File: src/rtl/toeplitz_sched.sv
// Sequencer for the Toeplitz hash datapath: restarts/advances the column lanes
// and XOR-accumulates the columns selected by each raw input bit into one hash per block.
module toeplitz_sched #(
  parameter int BS     = 64,
  parameter int N      = 256,
  parameter int L      = 128,
  parameter int STRIDE = 4,
  localparam int CW    = $clog2(N+1),
  localparam int PW    = $clog2(BS)
) (
  input  logic                clk,
  input  logic                reset,
  input  logic [BS-1:0]       in_data,
  input  logic                in_valid,
  output logic                in_ready,
  output logic                col_restart,
  output logic                col_adv,
  input  logic [STRIDE*L-1:0] cols,
  output logic [L-1:0]        out_hash,
  output logic                out_valid,
  input  logic                out_ready,
  output logic                busy,
  output logic [CW-1:0]       col_idx
);

  typedef enum logic [1:0] {S_RESTART, S_LOAD, S_RUN, S_DONE} state_t;

  state_t          state_q, state_d;
  logic [L-1:0]    acc_q, acc_d;
  logic [L-1:0]    out_hash_q, out_hash_d;
  logic [BS-1:0]   word_q, word_d;
  logic [PW-1:0]   ptr_q, ptr_d;
  logic [CW-1:0]   col_idx_q, col_idx_d;
  logic            in_ready_q, in_ready_d;
  logic            col_restart_q, col_restart_d;
  logic            col_adv_q, col_adv_d;
  logic            out_valid_q, out_valid_d;
  logic            busy_q, busy_d;

  logic [BS-1:0]   word_sh;
  logic            last_slice;

  assign word_sh    = word_q >> ptr_q;
  assign last_slice = (int'(ptr_q) + STRIDE) == BS;

  always_comb begin
    state_d       = state_q;
    acc_d         = acc_q;
    out_hash_d    = out_hash_q;
    word_d        = word_q;
    ptr_d         = ptr_q;
    col_idx_d     = col_idx_q;
    in_ready_d    = 1'b0;
    col_restart_d = 1'b0;
    col_adv_d     = 1'b0;
    out_valid_d   = 1'b0;
    case (state_q)
      S_RESTART: begin
        acc_d     = '0;
        col_idx_d = '0;
        // Out of reset the pulse has not been issued yet; issue it before LOAD.
        if (col_restart_q) begin
          state_d    = S_LOAD;
          in_ready_d = 1'b1;
        end else begin
          col_restart_d = 1'b1;
        end
      end
      S_LOAD: begin
        if (in_valid && in_ready_q) begin
          word_d    = in_data;
          ptr_d     = '0;
          state_d   = S_RUN;
          col_adv_d = 1'b1;
        end else begin
          in_ready_d = 1'b1;
        end
      end
      S_RUN: begin
        for (int k = 0; k < STRIDE; k++)
          if (word_sh[k]) acc_d = acc_d ^ cols[k*L +: L];
        ptr_d     = ptr_q + PW'(STRIDE);
        col_idx_d = col_idx_q + CW'(STRIDE);
        if (last_slice) begin
          if (col_idx_d == CW'(N)) begin
            state_d     = S_DONE;
            out_valid_d = 1'b1;
            out_hash_d  = acc_d;
          end else begin
            state_d    = S_LOAD;
            in_ready_d = 1'b1;
          end
        end else begin
          col_adv_d = 1'b1;
        end
      end
      S_DONE: begin
        if (out_valid_q && out_ready) begin
          state_d       = S_RESTART;
          col_restart_d = 1'b1;
          acc_d         = '0;
          col_idx_d     = '0;
        end else begin
          out_valid_d = 1'b1;
        end
      end
      default: state_d = S_RESTART;
    endcase
    busy_d = (state_d != S_DONE);
  end

  always_ff @(posedge clk or negedge reset) begin
    if (!reset) begin
      state_q       <= S_RESTART;
      acc_q         <= '0;
      out_hash_q    <= '0;
      word_q        <= '0;
      ptr_q         <= '0;
      col_idx_q     <= '0;
      in_ready_q    <= 1'b0;
      col_restart_q <= 1'b0;
      col_adv_q     <= 1'b0;
      out_valid_q   <= 1'b0;
      busy_q        <= 1'b0;
    end else begin
      state_q       <= state_d;
      acc_q         <= acc_d;
      out_hash_q    <= out_hash_d;
      word_q        <= word_d;
      ptr_q         <= ptr_d;
      col_idx_q     <= col_idx_d;
      in_ready_q    <= in_ready_d;
      col_restart_q <= col_restart_d;
      col_adv_q     <= col_adv_d;
      out_valid_q   <= out_valid_d;
      busy_q        <= busy_d;
    end
  end

  assign in_ready    = in_ready_q;
  assign col_restart = col_restart_q;
  assign col_adv     = col_adv_q;
  assign out_hash    = out_hash_q;
  assign out_valid   = out_valid_q;
  assign busy        = busy_q;
  assign col_idx     = col_idx_q;

endmodule

File: config.mk
export PLATFORM = sky130hd
export DESIGN_NAME = toeplitz_sched
export DESIGN_NICKNAME = d
export VERILOG_FILES = /design/src/rtl/toeplitz_sched.sv
export SDC_FILE = /design/constraint.sdc
export NUM_CORES = 1
export LEC_CHECK = 0
export CAP_MARGIN = 30
export CORE_AREA = 2 2 280 282
export DETAILED_ROUTE_END_ITERATION = 8
export DIE_AREA = 0 0 282 284
export SLEW_MARGIN = 20
export SYNTH_ARGS = -nofsm -noshare
export SYNTH_HDL_FRONTEND = slang
export SYNTH_SLANG_ARGS = --single-unit
export TNS_END_PERCENT = 100
File: constraint.sdc
create_clock -name clk -period 3.06 [get_ports clk]
set_input_delay 0.306 -clock clk [delete_from_list [all_inputs] [get_ports clk]]
set_output_delay 0.306 -clock clk [all_outputs]
set_load 0.005 [all_outputs]
-- Word level (Yosys, flattened, before mapping)
Cells that the tools add are included.
W data, S select, Z words.
- bits in latches: 0
- output and inout bits: 142
- ROM bits: 0
- bits of input ports: 580
- register bits after elaboration: 342
- RAM bits: 0
- memories kept: 0
- divide/modulo/power cells: 0
- shift operators: 1
- mux-type cells: 34
- bitwise operators: 4
- add/sub/neg operators: 3
- order comparisons: 0
- multipliers: 0
- reductions and logical operators: 9
- equal/unequal tests: 8
- operators with widths (cell ; number):
    $mux W128 ; 8
    $xor A128 B128 Y128 ; 4
    $pmux W128 S3 ; 1
    $shr A64 B6 Y4 ; 1
    $pmux W9 S3 ; 1
    $pmux W6 S2 ; 1
    $mux W1 ; 11
    $mux W2 ; 5
    $add A9 B3 Y9 const B ; 1
    $eq A9 B9 Y1 const B ; 1
    $mux W9 ; 1
    $pmux W2 S4 ; 1
    $add A6 B3 Y7 const B ; 1
    $eq A7 B7 Y1 const B ; 1
    $add A6 B3 Y6 const B ; 1
    $mux W6 ; 1
    $ne A2 B2 Y1 const B ; 3
    $pmux W1 S2 ; 3
    $reduce_and A2 Y1 ; 3
    $eq A2 B2 Y1 const B ; 2
    $pmux W1 S3 ; 1
    $reduce_and A3 Y1 ; 1
    $reduce_bool A3 Y1 ; 1
    $eq A2 B1 Y1 const B ; 1
    3 further kinds ; 4

-- Depth between registers and ports, before layout
- depth in word-level cells: 12
- gate-level depth with buffers: 11
- mapped depth without buffers: 8

-- Worst setup path after synthesis
No wires, ideal clock.
- path type: flip-flop to flip-flop
- start point: register ptr_q[2]
- end point: register out_hash_q[31] (netlist: out_hash[31])
- clock period less this slack: 2523 ps
- cell stages (with the launch flop): 11
- path slack: 537 ps
- required time: 2925 ps
- data arrival time: 2388 ps
- cells stage by stage: dfrtp_1 > buf_6 > mux4_2 > a2bb2oi_1 > a22o_1 > buf_2 > buf_2 > nand2_1 > xnor3_1 > xnor2_1 > o21ai_0
- word-level cells in the longest chain between the ends: 11
- elaborated cells between the ends (all ways): 14
- ends and longest elaborated chain (element ; line ; text):
    start: declaration ; 32 ; logic [PW-1:0] ptr_q, ptr_d;
    start signal: assignment ; 130 ; ptr_q <= ptr_d;
    $shr A64 B6 Y4 ; 43 ; assign word_sh = word_q >> ptr_q;
    $mux W128 ; 81 ; if (word_sh[k]) acc_d = acc_d ^ cols[k*L +: L];
    $mux W128 ; 57 ; case (state_q)
    $xor A128 B128 Y128 ; 81 ;
    $mux W128 ; 81 ;
    $mux W128 ; 57 ;
    $xor A128 B128 Y128 ; 81 ;
    $mux W128 ; 81 ;
    $mux W128 ; 57 ;
    $xor A128 B128 Y128 ; 81 ;
    $mux W128 ; 81 ;
    end signal: assignment ; 128 ; out_hash_q <= out_hash_d;
    end: declaration ; 30 ; logic [L-1:0] out_hash_q, out_hash_d;
Parallel ways exist; a longest one is shown, timed or not. The select of a mux whose other input is x is not followed.
A chain may end at the register's enable or synchronous reset.

-- Worst setup path in the final report
- start point: register ptr_q[2]
- end point: register out_hash_q[11] (netlist: out_hash[11])
The elaborated chain is that of the path after synthesis.

==> results_dict.tcl <==
set metrics [dict create \
    place_congestion 0.8445 \
    synthToLayoutAreaGrowth_pct 50.60 \
    synth_edf_count 0 \
    synth_top_area_cell "dfrtp_1" \
    tightestPinTransition_ns 0.7088 \
    pwr-share-comb_pct 63.9 \
    totalWireLength_um 74600 \
    layout-drive-gt1-share_pct 7.993 \
    vdd_drop_max_v 0.0006975 \
    grt_pass1_wl_um 110000 \
    grt_usage_pct 18.12 \
    synthTopCellsByArea "dfrtp_1, nand2_1, xnor3_1" \
    relSlewSlack_pct 52.70 \
    ys_seq_area_share_pct 41.96 \
    num_vias 17050 \
    clk_pin_slew_worst_paths_ns 0.06 \
    final.period_utilization_pct 97.19 \
    synthCells 2078 \
    worst-path-buf-inv 2 \
    cts.path.max_buffers 3 \
    start_kind "flop" \
    cts_tree "yes" \
    max_stage_delay_ns 0.50 \
    crit_type "flop to flop" \
    dp_hpwl_um 55830 \
    grt_max_degree 74 \
    skew_ns 0.01666 \
    cp.required_ns 3.49 \
    drc_errors 0 \
    cpMaxStageDelayCell "mux4_2" \
    period_minus_slack_ns 2.974 \
    postLayoutCoreUtil_pct 39.45 \
    power.density_nw_per_um2 1008 \
    syn_area_um2 20160 \
    fin_ws_ns 0.08607 \
    wire_per_inst_um 19.35 \
    synth.top_cell.area_share_pct 41.96 \
    preCtsSetupSlack_ns -0.07259 \
    die_h_um 284 \
    synth-async-reset-ratio_pct 100.0 \
    ant_nets 0 \
    num_io_pins 722 \
    final_common_cell "nand2_1" \
    ctsRootBufferMaster "clkbuf_16" \
    numCtsBuffers 41 \
    p_sw_share_pct 39.79 \
    drt_iter0_markers 840 \
    critPathTopFamily "multiplexers" \
    dp.cells 3776 \
    intPower_mw 18.43 \
    die_area_um2 80090 \
    whs_ns 0.3091 \
    power_frac_clock_pct 16.4 \
    clk_latency_ns 0.56 \
    portBuffers 719 \
    power.switching_mw 12.18 \
    power.total_mw 30.61 \
    ys_ff_latch 338 \
    synthDistinctLibCells 41 \
    finalSetupViolations 0 \
    grt_pass1_vias 17790 \
    final_cell_mix "nand2_1, clkdlybuf4s50_1, dfrtp_1, xnor2_1, o21ai_1" \
    max-cap-violations 0 \
    cts_max_level 2 \
    crit_chain "buf_6 > mux4_2 > a2bb2oi_1 > a22o_4 > buf_12 > nand2_1 > xnor2_1 > xnor3_1 > mux2_2" \
    stdcell_count 3856 \
    worstPathArrival_ns 3.40 \
    avgSynthCellArea_um2 9.701 \
    core-area_um2 76960 \
    maxSlewViolCount 0 \
    end_kind "flop" \
    die_w_um 282 \
    min_path_type "primary input to async pin" \
    clock-sinks 338 \
    finalHoldViolations 0 \
    initial_core_util_pct 26.19 \
    rows 102 \
    drt-vias-per-instance 4.422 \
    synth_flop_cell "dfrtp_1" \
    pwr-share-seq_pct 19.7 \
    crit_fanout 61 \
    grt_overflow 0 \
    fmaxAchievable_mhz 336.3 \
    leakage_nw 13.83 \
    status "completed" \
    nets 3373 \
    yosysWarnings 0 \
    dr.pass1.iters 5 \
    antenna_found_initial 6 \
]
layer usage:
layer | vias up | global-route usage, % | part of all wire [%]
li1 | 8178 | - | -
met1 | 8233 | 22.04 | 41
met2 | 544 | 30.90 | 48
met3 | 91 | 5.533 | 8.7
met4 | 4 | 4.761 | 2.5
met5 | - | 0 | 0.035
flip-flops by register name, indices dropped and copies added, names as in the netlist:
| signal | count |
|---|---|
| out_hash | 128 |
| col_restart | 1 |
| out_valid | 1 |
| word_q | 64 |
| col_adv | 1 |
| in_ready | 1 |
| ptr_q | 4 |
| state_q | 2 |
| acc_q | 128 |
| col_idx | 7 |
| busy | 1 |
stage by stage:
step / cell area (um2) / TNS [ns]
floorplan: 20160 / 0
global placement: 28900 / -0.2380
detailed placement: 28900 / -1.282
CTS: 30290 / 0
global route: 30360 / -0.08487
finish: 30360 / 0
Yosys cell counts (4+ instances only):
cell / instances
o21ai_0: 52
clkbuf_1: 67
a2bb2oi_1: 4
mux4_2: 8
inv_1: 6
dfrtp_1: 338
a22o_1: 11
nand2_1: 784
mux2_2: 68
xnor2_1: 253
buf_2: 57
mux2i_1: 18
xor2_1: 5
nand3_1: 5
o21ai_1: 206
xnor3_1: 128
ha_1: 9
buf_4: 5
nor2_1: 11
a21oi_1: 7
nor3_1: 4
power by group through the flow:
stage / sequential, mW / clock (mW) / combinational (mW)
floorplan: 5.91 / 0 / 14.4
global placement: 6.06 / 0 / 19.5
detailed placement: 6.09 / 0 / 19.6
CTS: 6.02 / 5.19 / 19.7
global route: 6.15 / 5.35 / 21.2
finish: 6.02 / 5.03 / 19.6
layout make-up:
type	instances	area (um2)
clock inverter	8	93.84
clock buffer	66	1282
tap	1040	1301
timing repair buffer	792	8023
fill	7669	46600
antenna	1	2.502
inverter	6	22.52
multi-input combinational	1605	11170
sequential	338	8461
final timing paths:
path	startpoint	endpoint	slack, ns	cells after the start
setup / recovery	ptr_q[2]	out_hash[11]	0.09	9
hold / removal	reset	word_q[19]	0.31	2
setup reg to reg	ptr_q[2]	out_hash[11]	0.09	9
hold reg to reg	out_hash[41]	out_hash[41]	0.47	2
max in group asynchronous	reset	acc_q[117]	1.83	3
min in group clk	in_data[37]	word_q[37]	0.36	2
what timing repair did:
| item | 4_1_cts | 5_1_grt |
|---|---|---|
| setup buffers | 0 | 4 |
| endpoints found under the setup margin | 59 | 92 |
| endpoints found under the hold margin | 67 | 0 |
| hold buffers | 1 | 0 |
| pin swaps | 0 | 1 |
| gates cloned | 0 | 0 |
| resized for setup | 2 | 4 |
worst register-to-register path: cells and delay by family (launching register included):
family / cells / cell delay [ns]
simple gates: 1 / 0.30
flops: 1 / 0.45
compound gates: 2 / 0.45
xor+xnor: 2 / 0.55
mux: 2 / 0.77
buf+inv: 2 / 0.35
logic make-up after synthesis:
| group | share of synthesized area, % |
|---|---|
| other | 0.01860 |
| DFF | 41.96 |
| adders and majority gates | 0.5586 |
| xor gates and xnor gates | 25.51 |
| buffers and inverters | 3.017 |
| AOI/OAI and AO/OA | 7.895 |
| muxes | 5.586 |
| and+or+nand+nor | 15.46 |
(Power assumes the default switching activity.)
